**src/rtl/ped_crossing_ctrl.sv**
```systemverilog
// Pedestrian crossing controller: debounced request, WALK/FLASH phases on RED onset.
// Ports: clk, reset, lights, ped_btn -> walk, dont_walk, ped_wait, countdown, abort, fault.
module ped_crossing_ctrl #(
  parameter int unsigned DEBOUNCE   = 4,
  parameter int unsigned T_WALK     = 8,
  parameter int unsigned T_FLASH    = 6,
  parameter int unsigned BLINK_HALF = 2
) (
  input  logic       clk,
  input  logic       reset,
  input  logic [2:0] lights,
  input  logic       ped_btn,
  output logic       walk,
  output logic       dont_walk,
  output logic       ped_wait,
  output logic [7:0] countdown,
  output logic       abort,
  output logic       fault
);

  typedef enum logic [1:0] {
    IDLE,
    WALK,
    FLASH
  } state_t;

  state_t      state;
  logic        s1;
  logic        s;
  logic        deb;
  logic        deb_q;
  logic        red_q;
  logic [15:0] dcnt;
  logic [15:0] bcnt;
  logic [7:0]  cnt;

  logic legal;
  logic red_rise;
  logic deb_rise;
  logic grant;

  assign legal    = (lights == 3'b100) |
                    (lights == 3'b010) |
                    (lights == 3'b001);
  assign red_rise = lights[2] & ~red_q;
  assign deb_rise = deb & ~deb_q;
  assign grant    = (state == IDLE) & red_rise & ped_wait &
                    ~fault & legal;

  // Button synchronizer, debouncer and request latch
  always_ff @(posedge clk or posedge reset) begin
    if (reset) begin
      s1       <= 1'b0;
      s        <= 1'b0;
      deb      <= 1'b0;
      deb_q    <= 1'b0;
      dcnt     <= '0;
      ped_wait <= 1'b0;
      red_q    <= 1'b1;
    end else begin
      s1    <= ped_btn;
      s     <= s1;
      deb_q <= deb;
      red_q <= lights[2];
      if (s == deb) begin
        dcnt <= '0;
      end else if (dcnt == 16'(DEBOUNCE - 1)) begin
        deb  <= s;
        dcnt <= '0;
      end else begin
        dcnt <= dcnt + 16'd1;
      end
      // a press on the grant edge keeps the request for the next RED
      if (deb_rise) begin
        ped_wait <= 1'b1;
      end else if (grant) begin
        ped_wait <= 1'b0;
      end
    end
  end

  // Phase FSM with registered lamp outputs
  always_ff @(posedge clk or posedge reset) begin
    if (reset) begin
      state     <= IDLE;
      cnt       <= '0;
      bcnt      <= '0;
      walk      <= 1'b0;
      dont_walk <= 1'b1;
      countdown <= '0;
      abort     <= 1'b0;
      fault     <= 1'b0;
    end else begin
      abort <= 1'b0;
      if (!legal) begin
        fault     <= 1'b1;
        state     <= IDLE;
        cnt       <= '0;
        bcnt      <= '0;
        walk      <= 1'b0;
        dont_walk <= 1'b1;
        countdown <= '0;
      end else if (state != IDLE && !lights[2]) begin
        abort     <= 1'b1;
        state     <= IDLE;
        cnt       <= '0;
        bcnt      <= '0;
        walk      <= 1'b0;
        dont_walk <= 1'b1;
        countdown <= '0;
      end else begin
        unique case (state)
          IDLE: begin
            if (grant) begin
              state     <= WALK;
              cnt       <= 8'(T_WALK - 1);
              walk      <= 1'b1;
              dont_walk <= 1'b0;
            end
          end
          WALK: begin
            if (cnt == 8'd0) begin
              state     <= FLASH;
              cnt       <= 8'(T_FLASH - 1);
              bcnt      <= '0;
              walk      <= 1'b0;
              dont_walk <= 1'b1;
              countdown <= 8'(T_FLASH);
            end else begin
              cnt <= cnt - 8'd1;
            end
          end
          FLASH: begin
            if (cnt == 8'd0) begin
              state     <= IDLE;
              dont_walk <= 1'b1;
              countdown <= '0;
            end else begin
              cnt       <= cnt - 8'd1;
              countdown <= cnt;
              if (bcnt == 16'(BLINK_HALF - 1)) begin
                bcnt      <= '0;
                dont_walk <= ~dont_walk;
              end else begin
                bcnt <= bcnt + 16'd1;
              end
            end
          end
          default: state <= IDLE;
        endcase
      end
    end
  end

endmodule

```
**config.mk**
```make
export PLATFORM = sky130hd
export DESIGN_NAME = ped_crossing_ctrl
export DESIGN_NICKNAME = d
export VERILOG_FILES = /design/src/rtl/ped_crossing_ctrl.sv
export SDC_FILE = /design/constraint.sdc
export NUM_CORES = 1
export LEC_CHECK = 0
export CORE_ASPECT_RATIO = 1.4
export CORE_MARGIN = 2
export CORE_UTILIZATION = 35
export DETAILED_ROUTE_END_ITERATION = 8
export REMOVE_ABC_BUFFERS = 1
export SYNTH_ARGS = -nofsm -noshare
export SYNTH_HDL_FRONTEND = slang
export SYNTH_SLANG_ARGS = --single-unit
```
**constraint.sdc**
```tcl
create_clock -name clk -period 2.6 [get_ports clk]
set_input_delay 0.39 -clock clk [delete_from_list [all_inputs] [get_ports clk]]
set_output_delay 0.39 -clock clk [all_outputs]
set_load 0.01 [all_outputs]
```
Word level (Yosys, flattened, before mapping)
Cells that the tools add are included.
{"block": "totals", "register_bits": 60, "in_bits": 6, "output_inout_bits": 13, "elab_cells": 100}
{"block": "op_classes", "add_sub_neg": 3, "eq_ne": 16, "muxes": 40, "n_bitwise": 13, "n_reduce_logical": 13}
{"cell": "$mux 16", "n": 7}
{"cell": "$mux 8", "n": 9}
{"cell": "$add 16x1->16 const B", "n": 2}
{"cell": "$pmux 16 s2", "n": 1}
{"cell": "$pmux 8 s3", "n": 1}
{"cell": "$eq 16x1->1 const B", "n": 1}
{"cell": "$eq 16x2->1 const B", "n": 1}
{"cell": "$pmux 8 s2", "n": 1}
{"cell": "$mux 1", "n": 13}
{"cell": "$ne 4x4->1 const B", "n": 3}
{"cell": "$reduce_and 3->1", "n": 4}
{"cell": "$mux 2", "n": 5}
{"cell": "$logic_not 8->1", "n": 1}
{"cell": "$ne 4x1->1 const B", "n": 2}
{"cell": "$sub 8x1->8 const B", "n": 1}
{"cell": "$and 1x1->1", "n": 6}
{"cell": "$pmux 2 s3", "n": 1}
{"cell": "$ne 5x1->1 const B", "n": 1}
{"cell": "$ne 5x5->1 const B", "n": 1}
{"cell": "$not 1->1", "n": 5}
{"cell": "$ne 4x3->1 const B", "n": 1}
{"cell": "$reduce_and 2->1", "n": 2}
{"cell": "$reduce_and 4->1", "n": 1}
{"cell": "$reduce_bool 2->1", "n": 2}
{"cell": "12 further kinds", "n": 13}

Logic depth before layout (Yosys ltp)
{"block": "depth", "word_depth": 10, "depth_mapped": 8}

Least setup slack after synthesis
No wires, ideal clock.
{"block": "synth_timing", "path_type": "register to register", "start": "reg cnt[3]", "end": "reg bcnt[13]", "setup_time_ps": 118, "t_arrival_ps": 1995, "required_ps": 2482, "setup_slack_ps": 487, "path_stages_with_launch": 8, "synth_period_minus_slack_ps": 2113, "cell_sequence": "dfrtp_1 > buf_6 > or4_4 > o41ai_4 > a21o_1 > buf_6 > o21ai_2 > a21o_1"}
{"block": "synth_between", "elab_chain_len": 3}
{"element": "from (decl)", "line_no": "35", "text": "logic [7:0] cnt;"}
{"element": "from (signal assigned)", "line_no": "116", "text": "cnt <= 8'(T_WALK - 1);"}
{"element": "from (signal assigned)", "line_no": "124", "text": "cnt <= 8'(T_FLASH - 1);"}
{"element": "from (signal assigned)", "line_no": "130", "text": "cnt <= cnt - 8'd1;"}
{"element": "$logic_not 8->1 *", "line_no": "122, 134"}
{"element": "$ne 4x4->1 (no source line)"}
{"element": "$reduce_and 3->1 (no source line) *"}
{"element": "to (signal assigned)", "line_no": "145", "text": "bcnt <= bcnt + 16'd1;"}
{"element": "to (decl)", "line_no": "34", "text": "logic [15:0] bcnt;"}
Every way passes the cells marked *; elsewhere a longest branch is shown, timed or not.
A chain may end at the register's enable or synchronous reset.

Worst setup path in the final report
{"block": "layout_timing", "start": "reg state[0]", "end": "reg bcnt[11]"}
{"block": "layout_between", "elab_chain_len": 4}
{"element": "from (decl)", "line_no": "27", "text": "state_t state;"}
{"element": "from (signal assigned)", "line_no": "85", "text": "state <= IDLE;"}
{"element": "from (signal assigned)", "line_no": "97", "text": "state <= IDLE;"}
{"element": "from (signal assigned)", "line_no": "105", "text": "state <= IDLE;"}
{"element": "$eq 2x2->1, or another cell as far along", "line_no": "112", "text": "unique case (state)"}
{"element": "$pmux 16 s2 or $logic_and 1x1->1 (tied branches)", "line_no": "112, 103"}
{"element": "$mux 16, or another cell as far along", "line_no": "103", "text": "end else if (state != IDLE && !lights[2]) begin"}
{"element": "$mux 16 or $reduce_and 3->1 (tied branches)"}
Several ways; a longest one is shown, not always the timed one.

==> impl_metrics.ini <==
[timing]
rsz0062_at_grt = false
worst_pin_slew_ns = 0.614
setup_viol = 0
fin_skew_ns = 0.00537
relSlewSlack_pct = 58.7
hold_viol = 0
final.min_clock_period_ns = 2.43
period_share_pct = 93.4
final.setup.worst_slack_ns = 0.172
clock.fmax_mhz = 412
tns_ns = 0
final_max_slew_viol_count = 0

[detailed_routing]
drt_wl_total_um = 7000
vias = 2619
ant_nets = 0
drc = 0
dr.pass1.iters = 4
wl_per_cell_um = 14.6
drtIter0Drc = 144
avgViaCountPerCell = 5.48

[power_and_ir_drop]
switchingPower_uw = 1210
total_power_uw = 3620
p_comb_share_pct = 31.6
power_per_cell_area_mw_per_mm2 = 932
p_int_uw = 2410
power.leakage_uw = 0.00161
p_sw_share_pct = 33.3
peakVddDrop_v = 0.000657
power_frac_seq_pct = 31.8
pwr-share-clk_pct = 36.6

[floorplanning]
initial_core_util_pct = 35.5
die_x_um = 84.4
core_area_mm2 = 0.00893
die_h_um = 117
fp-row-count = 41
dieArea_mm2 = 0.00985
ios = 19

[place]
gp_congestion = 0.872
hpwlAfterDp_um = 4840
placed_area_mm2 = 0.00354
io_buffers = 18
pre_cts_ws_ns = 0.0308

[cells_and_area]
area_growth_pct = 22.5
finalNetCount = 380
design_area_mm2 = 0.00388
layout-drive-gt1-share_pct = 11.9
antenna_cells = 0

[grt]
antenna_found_initial = 0
grt_start_max_net_pins = 43
grt_pass1_wl_um = 11900
grt_pass1_vias = 2616
globalRoute.totalOverflow = 0
grtUsageTotal_pct = 15.4

[worst_setup_path]
worstSetupPathType = flip-flop to flip-flop
startpoint_type = flip-flop
cp_slowest_cell = ha_1
path_cells = inv_1 > ha_1 > nand2b_1 > a211oi_1 > nand3_1 > or3_1 > o21ai_0
crit_arrival_ns = 2.67
path_max_fanout = 8
r2r.worst_path.cells = 7
end_kind = flip-flop
crit_required_ns = 2.84
slowest_delay_ns = 0.45

[synth]
ys.flop_type = dfrtp_1
yosys_warnings = 0
async_reset_ff_share_pct = 100
avgSynthCellArea_um2 = 9.52
synth_cell_types = 54
postSynthCellCount = 333
synth_area_mm2 = 0.00317
synth_seq_cells = 60
seq_area_frac_synth_pct = 47.4
synth_top_cell_by_area = dfrtp_1
synth_top_area_share_pct = 45.8
synthTopCellsByArea = dfrtp_1 (46%), nor2_1 (3.6%), a21oi_1 (3.5%)
synth_edf_count = 0

[cts]
tritoncts = yes
clk_latency_ns = 0.33
cts_htree_levels = 3
cts-root-buf = clkbuf_16
clockBufferDepth = 2
clk_pin_slew_ns = 0.05
cts_setup_buffers = 0
cts_buffers = 9
clock_sinks = 60

[min_path]
worst_hold_path_type = flip-flop to flip-flop
hold_depth = 0

[run]
cap_viol_max_count = 0

[status]
status = finished, final reports clean
-- through the flow --
stage	hold WS [ns]	instances	utilization (%)
floorplan	0.331	325	-
finish	0.345	478	43.5
detailed placement	0.345	462	39.7
global route	0.359	478	43.5
global placement	0.334	462	39.7
CTS	0.354	478	43.4
-- final timing paths --
path / from / endpoint / slack [ns]
worst min-delay path: s1 / s / 0.35
worst min register to register: s1 / s / 0.35
worst max-delay path: state[0] / bcnt[11] / 0.17
worst max register to register: state[0] / bcnt[11] / 0.17
max in group asynchronous: reset / dont_walk / 1.61
min in group asynchronous: reset / state[0] / 0.38
-- power groups by stage --
stage                     registers [µW]  logic, µW  clock network [µW]
after floorplan                     1150        759                   0
after global placement              1160       1120                   0
after detailed placement            1160       1130                   0
after CTS                           1150       1130                1350
after global routing                1160       1280                1380
final                               1150       1140                1330
-- state kept, by name, indices dropped and copies added (netlist names), 2 cells and up --
| name | cells |
|---|---|
| bcnt | 16 |
| dcnt | 16 |
| countdown | 8 |
| cnt | 8 |
| state | 2 |
-- kinds of logic after synthesis --
group	synth area share, %
simple gates	22.5
compound gates	18.8
flops	47.4
buf+inv	3.24
xor+xnor	3.87
fa+ha+maj	3.16
mux	0.987
-- layout make-up --
cell class / count / area, µm²
fillers: 861 / 5040
multi-input cells: 250 / 1570
flip-flops and latches: 60 / 1500
repair buffers: 30 / 283
clock buffers: 12 / 267
well taps: 107 / 134
clock inverters: 4 / 70.1
inverters: 15 / 56.3
-- critical path: cells and delay by family, from the launching register on --
family	cells	cell delay (ns)
AOI/OAI and AO/OA	2	0.48
adders and majority gates	1	0.45
buffers and inverters	1	0.11
DFF	1	0.43
and+or+nand+nor	3	0.87
-- layer usage --
layer	track usage [%]	vias up	wire [µm]
met5	0	-	0
met4	8.68	0	172
met3	2.83	11	269
met2	27.2	62	3520
met1	17.5	1249	3040
li1	-	1297	-
-- cells in the final DEF (no fill, tap or decap), drive strengths merged, types with 4 or more instances in the layout --
cell type and count:
a21o 4, buf 12, a21oi 22, xor2 6
or3 5, o21ai 25, clkdlybuf4s50 18, a31oi 9
nor4 12, nor3b 5, ha 8, xnor2 8
nand2b 11, nand4 8, nor3 6, inv 15
dfrtp 58, clkbuf 12, nand3 18, nor2 30
a22o 4, nand2 28
-- cells in the mapped netlist (all sizes together) (2+ instances only) --
library cell  instances
clkbuf                5
ha                    8
o41ai                 2
nor3b                 5
nand2b               11
o22ai                 3
mux2i                 2
xnor2                 8
dfrtp                58
nand3                18
nand2                28
a21oi                22
a22o                  4
xor2                  6
o31ai                 2
a31oi                 9
nor2                 30
or3                   5
o21a                  2
a41oi                 3
nor3                  6
o21ai                25
a22oi                 2
nor4                 12
and2                  2
buf                   3
and4                  3
nand4                 8
a21o                  4
a32o                  3
and3                  3
inv                  15
dfstp                 2
nor2b                 2
-- timing repair --
| item | 4_1_cts | 5_1_grt |
|---|---|---|
| resized for setup | 0 | 2 |
| hold buffers | 0 | 0 |
| endpoints found under the setup margin | 0 | 2 |
| hold endpoints to repair | 0 | 0 |
Power figures use the tool's default switching activity.
